--- config.mk ---
export PLATFORM = sky130hd
export DESIGN_NAME = mips_run_ctrl
export DESIGN_NICKNAME = d
export VERILOG_FILES = /design/src/rtl/mips_run_ctrl.sv
export SDC_FILE = /design/constraint.sdc
export NUM_CORES = 1
export LEC_CHECK = 0
export BUFFER_PORTS_ARGS = -buffer_cell sky130_fd_sc_hd__buf_2
export CORE_MARGIN = 4
export CORE_UTILIZATION = 43
export DETAILED_ROUTE_END_ITERATION = 10
export GPL_ROUTABILITY_DRIVEN = 0
export MAX_ROUTING_LAYER = met4
export PLACE_DENSITY_LB_ADDON = 0.12
export SLEW_MARGIN = 0
export SYNTH_ARGS = -nofsm -noshare
export SYNTH_HDL_FRONTEND = slang
export SYNTH_SLANG_ARGS = --single-unit
--- constraint.sdc ---
create_clock -name clk -period 5 [get_ports clk]
set_input_delay 0.5 -clock clk [delete_from_list [all_inputs] [get_ports clk]]
set_output_delay 0.5 -clock clk [all_outputs]
set_load 0.05 [all_outputs]
--- src/rtl/mips_run_ctrl.sv ---
// Host-side byte-command sequencer for the MIPS core: imem load, run, single-step, clear, report.
// Optional run watchdog is compiled in with `define MIPS_RUN_WDOG_EN.
module mips_run_ctrl #(
  parameter int IMEM_AW        = 8,
  parameter int CYCLE_W        = 32,
  parameter int MAX_RUN_CYCLES = 1000000
) (
  input  logic               clk,
  input  logic               reset,
  input  logic [7:0]         rx_data,
  input  logic               rx_valid,
  output logic [7:0]         tx_data,
  output logic               tx_valid,
  input  logic               tx_ready,
  output logic               cpu_en,
  output logic               cpu_reset,
  input  logic               cpu_halt,
  input  logic [31:0]        cpu_result,
  output logic               imem_we,
  output logic [IMEM_AW-1:0] imem_addr,
  output logic [31:0]        imem_wdata,
  output logic               busy
);

  typedef enum logic [2:0] {
    S_IDLE, S_LD_CNT, S_LD_BYTE, S_LD_WR, S_RUN, S_STEP, S_REPORT, S_ACK
  } state_t;

  localparam logic [7:0]  CMD_L       = 8'h4C;
  localparam logic [7:0]  CMD_R       = 8'h52;
  localparam logic [7:0]  CMD_S       = 8'h53;
  localparam logic [7:0]  CMD_C       = 8'h43;
  localparam logic [7:0]  CMD_ESC     = 8'h1B;
  localparam logic [7:0]  ACK_BYTE    = 8'h4B;
  localparam logic [31:0] WDOG_RESULT = 32'hDEADDEAD;

`ifdef MIPS_RUN_WDOG_EN
  localparam logic WDOG_ON = 1'b1;
`else
  localparam logic WDOG_ON = 1'b0;
`endif

  state_t             r_state, w_state_nxt;
  logic [7:0]         r_left;
  logic [IMEM_AW-1:0] r_idx;
  logic [1:0]         r_bsel;
  logic [31:0]        r_word;
  logic [31:0]        r_result;
  logic [CYCLE_W-1:0] r_cycle;
  logic [2:0]         r_tx_sel;
  logic               r_tx_valid;
  logic [7:0]         r_tx_data;
  logic               r_cpu_reset;

  logic [CYCLE_W-1:0] w_cyc_inc;
  logic               w_esc, w_cmd_c, w_wdog_hit, w_enter_report, w_cpu_reset_nxt;

  function automatic logic [CYCLE_W-1:0] sat_inc(input logic [CYCLE_W-1:0] v);
    return (&v) ? v : v + 1'b1;
  endfunction

  // Report stream: result bytes 0..3, then the zero-extended cycle count bytes 4..7.
  function automatic logic [7:0] report_byte(input logic [2:0] sel, input logic [31:0] res,
                                             input logic [31:0] cyc);
    logic [63:0] w_all;
    w_all = {cyc, res};
    return w_all[{sel, 3'b000} +: 8];
  endfunction

  assign w_cyc_inc  = sat_inc(r_cycle);
  assign w_esc      = rx_valid && (rx_data == CMD_ESC);
  assign w_cmd_c    = (r_state == S_IDLE) && rx_valid && (rx_data == CMD_C);
  assign w_wdog_hit = WDOG_ON && (32'(w_cyc_inc) >= 32'(MAX_RUN_CYCLES));

  always_comb begin
    w_state_nxt = r_state;
    case (r_state)
      S_IDLE: begin
        if (rx_valid) begin
          case (rx_data)
            CMD_L:   w_state_nxt = S_LD_CNT;
            CMD_R:   w_state_nxt = cpu_halt ? S_REPORT : S_RUN;
            CMD_S:   w_state_nxt = cpu_halt ? S_REPORT : S_STEP;
            CMD_C:   w_state_nxt = S_ACK;
            default: w_state_nxt = S_IDLE;
          endcase
        end
      end
      S_LD_CNT:  if (rx_valid) w_state_nxt = (rx_data == 8'd0) ? S_ACK : S_LD_BYTE;
      S_LD_BYTE: if (rx_valid && (r_bsel == 2'd3)) w_state_nxt = S_LD_WR;
      S_LD_WR:   w_state_nxt = (r_left == 8'd1) ? S_ACK : S_LD_BYTE;
      S_RUN:     if (cpu_halt || w_esc || w_wdog_hit) w_state_nxt = S_REPORT;
      S_STEP:    w_state_nxt = S_REPORT;
      S_REPORT:  if (r_tx_valid && tx_ready && (r_tx_sel == 3'd7)) w_state_nxt = S_IDLE;
      S_ACK:     if (r_tx_valid && tx_ready) w_state_nxt = S_IDLE;
      default:   w_state_nxt = S_IDLE;
    endcase
  end

  // Core is held in reset for the whole load, and for one cycle on a clear command.
  assign w_cpu_reset_nxt = (w_state_nxt == S_LD_CNT) || (w_state_nxt == S_LD_BYTE) ||
                           (w_state_nxt == S_LD_WR) || w_cmd_c;
  assign w_enter_report  = (w_state_nxt == S_REPORT) && (r_state != S_REPORT);

  always_ff @(posedge clk or negedge reset) begin
    if (!reset) begin
      r_state     <= S_IDLE;
      r_left      <= '0;
      r_idx       <= '0;
      r_bsel      <= '0;
      r_word      <= '0;
      r_result    <= '0;
      r_cycle     <= '0;
      r_tx_sel    <= '0;
      r_tx_valid  <= 1'b0;
      r_tx_data   <= '0;
      r_cpu_reset <= 1'b1;
    end else begin
      r_state     <= w_state_nxt;
      r_cpu_reset <= w_cpu_reset_nxt;
      case (r_state)
        S_IDLE: if (w_cmd_c) r_cycle <= '0;
        S_LD_CNT: begin
          if (rx_valid && (rx_data != 8'd0)) begin
            r_left  <= rx_data;
            r_idx   <= '0;
            r_cycle <= '0;
            r_bsel  <= '0;
          end
        end
        S_LD_BYTE: begin
          if (rx_valid) begin
            r_word[{r_bsel, 3'b000} +: 8] <= rx_data;
            r_bsel                        <= r_bsel + 2'd1;
          end
        end
        S_LD_WR: begin
          r_idx  <= r_idx + 1'b1;
          r_left <= r_left - 8'd1;
        end
        S_RUN, S_STEP: r_cycle <= w_cyc_inc;
        default: ;
      endcase

      // A watchdog abort only marks the result when neither halt nor ESC ended the run.
      if (w_enter_report)
        r_result <= ((r_state == S_RUN) && w_wdog_hit && !cpu_halt && !w_esc) ?
                    WDOG_RESULT : cpu_result;

      if ((r_state == S_REPORT) || (r_state == S_ACK)) begin
        if (!r_tx_valid) begin
          r_tx_valid <= 1'b1;
          r_tx_data  <= (r_state == S_ACK) ? ACK_BYTE :
                        report_byte(r_tx_sel, r_result, 32'(r_cycle));
        end else if (tx_ready) begin
          if ((r_state == S_ACK) || (r_tx_sel == 3'd7)) begin
            r_tx_valid <= 1'b0;
          end else begin
            r_tx_sel  <= r_tx_sel + 3'd1;
            r_tx_data <= report_byte(r_tx_sel + 3'd1, r_result, 32'(r_cycle));
          end
        end
      end else begin
        r_tx_sel <= '0;
      end
    end
  end

  assign cpu_en     = (r_state == S_RUN) || (r_state == S_STEP);
  assign cpu_reset  = r_cpu_reset;
  assign imem_we    = (r_state == S_LD_WR);
  assign imem_addr  = r_idx;
  assign imem_wdata = r_word;
  assign tx_valid   = r_tx_valid;
  assign tx_data    = r_tx_data;
  assign busy       = (r_state != S_IDLE);

endmodule

== After elaboration in Yosys (flattened, before gate mapping) ==
Index checks and enable logic that the tools add are counted.
Operators by class
  add/sub/neg operators: 6
  eq/ne operators: 29
  shift-type cells: 4
  mux-type cells: 35
  reductions and logical operators: 30
Operators with widths (number)
  indexed part select 64 x 7 -> 8 bit: 2
  two-way mux 32 bit: 3
  case mux 32 bit (3 select lines): 1
  two-way mux 8 bit: 6
  two-way mux 3 bit: 12
  adder 32 x 1 -> 32 bit (second input constant): 1
  bitwise mux 32 bit: 1
  == test 8 x 7 -> 1 bit (second input constant): 4
  case mux 8 bit (2 select lines): 2
  AND reduction 32 bit: 1
  variable shift 8 x 7 -> 32 bit (first input constant): 1
  indexed part select 8 x 7 -> 32 bit: 1
  case mux 3 bit (8 select lines): 1
  == test 3 bit (second input constant): 6
  inequality test 2 bit (second input constant): 9
  == test 3 x 2 -> 1 bit (second input constant): 4
  case mux 3 bit (4 select lines): 1
  AND reduction 3 bit: 3
  adder 8 x 1 -> 8 bit (second input constant): 1
  == test 8 x 1 -> 1 bit (second input constant): 1
  == test 8 x 5 -> 1 bit (second input constant): 1
  logical AND 1 bit: 8
  zero test 8 bit: 1
  two-way mux 2 bit: 4
  other kinds (17): 29
Word-level totals
  register bits after elaboration: 130
  output and inout bits: 53

== Depth between registers and ports, before layout ==
  word-level depth: 9
  mapped depth: 9
  depth with buffers taken out: 8

== Worst setup path after synthesis ==
Ideal clock, no wire load.
  path kind: flip-flop to flip-flop
  from: register r_state[1]
  to: register r_result[10]
  library setup time: 0.125 ns
  data arrival time: 2.459 ns
  required time: 4.875 ns
  path slack: 2.416 ns
  stages on the path, launching flop included: 9
  buffers on the path: 2
  period minus slack after synthesis: 2.584 ns
  cell sequence: dfrtp_1 -> buf_2 -> nand3b_1 -> clkinv_1 -> nand4_1 -> nand3_1 -> nor4b_4 -> buf_6 -> mux2_2
On the way
  word-level cells in the longest chain between the ends: 4
  elaborated cells on any way between the ends: 18
  classes of those cells: eq/ne (9); mux (7); reduce/logical (2)
Ends and longest elaborated chain
  start: declaration: line 43  | state_t r_state, w_state_nxt;
  start signal: assignment: line 119  | r_state <= w_state_nxt;
  == test 3 x 2 -> 1 bit
  named net imem_we: line 19  | output logic imem_we,
  case mux 3 bit (8 select lines): line 77  | case (r_state)
  named net w_state_nxt[0]: line 43
  == test 3 bit: line 103  | assign w_enter_report = (w_state_nxt == S_REPORT) && (r_state != S_REPORT);
  logical AND 1 bit: line 103
  end signal: assignment: line 147  | r_result <= ((r_state == S_RUN) && w_wdog_hit && !cpu_halt && !w_esc) ?
  end: declaration: line 48  | logic [31:0] r_result;
The timed path passes the listed nets, and every way through them passes these cells.
A chain may end at the register's enable or synchronous reset.

== Final worst setup path ==
  from: register r_state[1]
  to: register r_result[15]
On the way
  word-level cells in the longest chain between the ends: 4
  elaborated cells on any way between the ends: 18
  classes of those cells: eq/ne (9); mux (7); reduce/logical (2)
Ends and longest elaborated chain (line)
  == test 3 bit, or another cell as far along: 77
  case mux 3 bit (8 select lines) (*): 77
  named net w_state_nxt[0]: 43
  == test 3 bit (*): 103
  logical AND 1 bit (*): 103
The timed path passes the listed nets; every way through them passes the cells marked *.

==> summary.txt <==
Outcome
  • Outcome: complete, no violations

Die
  • Die span in y: around 140 µm
  • Chip width: roughly 140 µm
  • Starting density of the core: between 40% and 50%
  • FP Rows: 46
  • Floorplan die area: between 15000 and 20000 µm²
  • Core area: around 16000 µm²
  • I/O pin cnt: 98

Setup path
  • Reg-to-reg endpoint: r_result[15]$_DFFE_PN0P_
  • Crit path required time: 5300 ps
  • Data arrival time of the critical path: approximately 3500 ps
  • Worst Setup End Kind: flip-flop
  • Startpoint of the most critical register-to-register path: r_state[1]$_DFF_PN0_
  • Setup slack of the most critical reg-to-reg path: 1770 ps
  • Highest net fanout along the worst path: 32
  • CP Class: flip-flop to flip-flop
  • Reg2reg path depth: 7
  • Launching element type of the critical path: flip-flop

Synthesis
  • Sequential-to-total area share from yosys stat: 46.1%
  • Mean instance size in the synthesized netlist: approximately 10 µm²
  • Post-Syn Nets: approximately 730
  • Post-synth top area cell: sky130_fd_sc_hd__dfrtp_1
  • Most instantiated cells after synthesis: sky130_fd_sc_hd__dfrtp_1, sky130_fd_sc_hd__nand2_1, sky130_fd_sc_hd__nor2_1, sky130_fd_sc_hd__o21ai_0, sky130_fd_sc_hd__mux2_2
  • Flop and latch count out of synthesis: 130
  • Number of synthesized flops with an enable pin: 0
  • Post-synthesis async set-or-reset flop share: 100%
  • Mapped Cells: roughly 670
  • Yosys Warn Count: 0
  • Portion of synthesized cell area occupied by the leading cell type: a little under half
  • Most area-consuming cells after synthesis: sky130_fd_sc_hd__dfrtp_1, sky130_fd_sc_hd__mux4_2, sky130_fd_sc_hd__mux2_2
  • Ys flop type: sky130_fd_sc_hd__dfrtp_1
  • Count leader, synth: sky130_fd_sc_hd__dfrtp_1
  • Count of cell types in the netlist: between 50 and 60
  • Synthesized area: about 7100 µm²

GRT
  • Antenna violations before repair: 0
  • Total grt overflow: 0
  • Total GRT Usage: slightly above 20%
  • Global-route wire length before repair: about 29000 µm
  • Maximum number of pins on one net before global-route repair: ~70
  • Vias in the first global route: between 5000 and 6000

STA
  • Unrepaired setup endpoints after global routing: no
  • Worst relative slew slack: 30.6%
  • Worst-margin pin slew: between 1000 and 1500 ps
  • Post-layout minimum cycle time: about 3200 ps
  • Hold violation total from the final report: 0
  • Total of endpoints with negative setup slack in the final report: 0
  • Maximum frequency from static timing analysis: just over 300 MHz
  • Fin. max-slew vios: 0
  • Sum Neg Setup Slack: 0 ps
  • Share of the clock period used by the worst path: between 60% and 70%
  • Final-layout worst hold slack: 167 ps
  • Post-Route Skew: approximately 6.6 ps

Finish
  • Antenna Cells: 0
  • Share of final-layout standard cells stronger than drive strength 1: 27.7%
  • Final design utilization: roughly half
  • Area growth from synthesis to final layout: 17.9%
  • Number of filler instances in the final layout: roughly 1500
  • Final net count: around 810

Drt
  • Detail Route Antenna Nets: 0
  • Routed length per instance: approximately 18 µm
  • Final routed DRC violation total: 0
  • Final WL: between 15000 and 20000 µm
  • Number of vias after detailed routing: around 5500
  • Detailed-router iteration count before antenna repair: 5
  • Vias/cell: 5.64
  • Detailed router's first-iteration violation count: approximately 450

Worst hold path
  • Class of the most critical hold timing path: input port to asynchronous set/reset pin

Clock network
  • Clock root buffer: sky130_fd_sc_hd__clkbuf_16
  • Clk Latency, worst-skew pair: 420 ps
  • Num CTS Buffers: 17
  • Count of hold buffers inserted by post-cts repair: 0
  • TritonCTS clock tree: built
  • H-tree level count: 4
  • Count of cells resized by post-cts repair: 0
  • CTS sink cnt: 130
  • CTS clk-pin slew, worst paths: 60 ps
  • Number of setup buffers added after CTS: 0
  • Clock buffer depth: 2

Power
  • Overall power: between 4 and 5 mW
  • Pleak: about 3.7 nW
  • Power density relative to cell area: ~560 nW/µm²
  • VDD IR max: between 0.2 and 0.3 mV

Placement
  • Post-detail-place hpwl: 12500 µm
  • # port buffers: 97

Run
  • Max capacitance violation total: 0
==> cell type report <==
class	count	area, µm²	area share [%]
multi-input combinational	492	3570	43.0
clock inverter	10	180	2.17
sequential	130	3260	39.2
timing repair buffer	101	531	6.38
inverter	11	41.3	0.497
clock buffer	22	464	5.58
tap	216	270	3.25
==> worst max path at each step <==
stage | start | to | slack [ps] | depth (start not counted)
final | r_state[1]$_DFF_PN0_ | r_result[15]$_DFFE_PN0P_ | 1770 | 7
after detailed placement | rx_valid | r_result[15]$_DFFE_PN0P_ | 1770 | 8
after global placement | r_tx_sel[1]$_DFFE_PN0P_ | tx_data[4]$_DFFE_PN0P_ | 1900 | 5
after floorplan | r_state[1]$_DFF_PN0_ | r_result[10]$_DFFE_PN0P_ | 2420 | 8
after global routing | r_state[1]$_DFF_PN0_ | r_result[12]$_DFFE_PN0P_ | 1580 | 7
after CTS | r_state[1]$_DFF_PN0_ | r_result[15]$_DFFE_PN0P_ | 1760 | 7
==> metal layers <==
| layer | track usage [%] | wire length [µm] |
|---|---|---|
| met1 | 26.4 | 7780 |
| met2 | 32.9 | 8760 |
| met3 | 4.55 | 903 |
| met4 | 5.49 | 226 |
| met5 | - | 0 |
==> logic make-up after synthesis <==
kind of cell,Yosys count,synth area share [%]
AND/OR/NAND/NOR,273,18.6
buffers and inverters,50,3.19
adder cells (fa/ha/maj),11,1.95
XOR/XNOR,25,3.10
flip-flops,130,46.1
AO/OA/AOI/OAI,100,8.87
multiplexers,83,18.2
==> metrics by stage <==
step | cell area [µm²] | std cells | setup slack, ps
floorplan | 7050 | 672 | 2420
global placement | 7670 | 950 | 1900
detailed placement | 7670 | 950 | 1770
CTS | 8320 | 982 | 1760
global route | 8320 | 982 | 1580
finish | 8320 | 982 | 1770
==> critical path, cell delays in order, from the launching register on <==
cell	delay (ps)
sky130_fd_sc_hd__dfrtp_1	560
sky130_fd_sc_hd__nor4bb_1	900
sky130_fd_sc_hd__nand2_1	530
sky130_fd_sc_hd__o311a_1	270
sky130_fd_sc_hd__nand3_1	180
sky130_fd_sc_hd__nor4b_4	70
sky130_fd_sc_hd__buf_4	260
sky130_fd_sc_hd__mux2_2	330
==> placed cells by master (no fill, tap or decap), drive strengths merged, types with 22 or more instances in the layout <==
cell / instances
dfrtp: 129
nand2: 108
buf: 101
nor2: 56
o21ai: 56
mux2: 41
mux4: 32
nand3: 25
nand4: 23
clkbuf: 22
==> power breakdown <==
group / internal [mW] / leakage (nW) / total [mW] / switching [mW]
combinational: 0.810 / 1.70 / 1.76 / 0.946
sequential: 1.30 / 1.67 / 1.56 / 0.259
clock: 0.908 / 0.310 / 1.36 / 0.450
total: 3.02 / 3.68 / 4.68 / 1.65
==> registers in the layout (all words and copies together), names as in the netlist <==
| register | cells |
|---|---|
| cpu_reset | 1 |
| imem_addr | 8 |
| imem_wdata | 32 |
| r_bsel | 2 |
| r_cycle | 32 |
| r_left | 8 |
| r_result | 32 |
| r_state | 3 |
| r_tx_sel | 3 |
| tx_data | 8 |
| tx_valid | 1 |
Note: power is estimated with default switching activity, not from simulation.
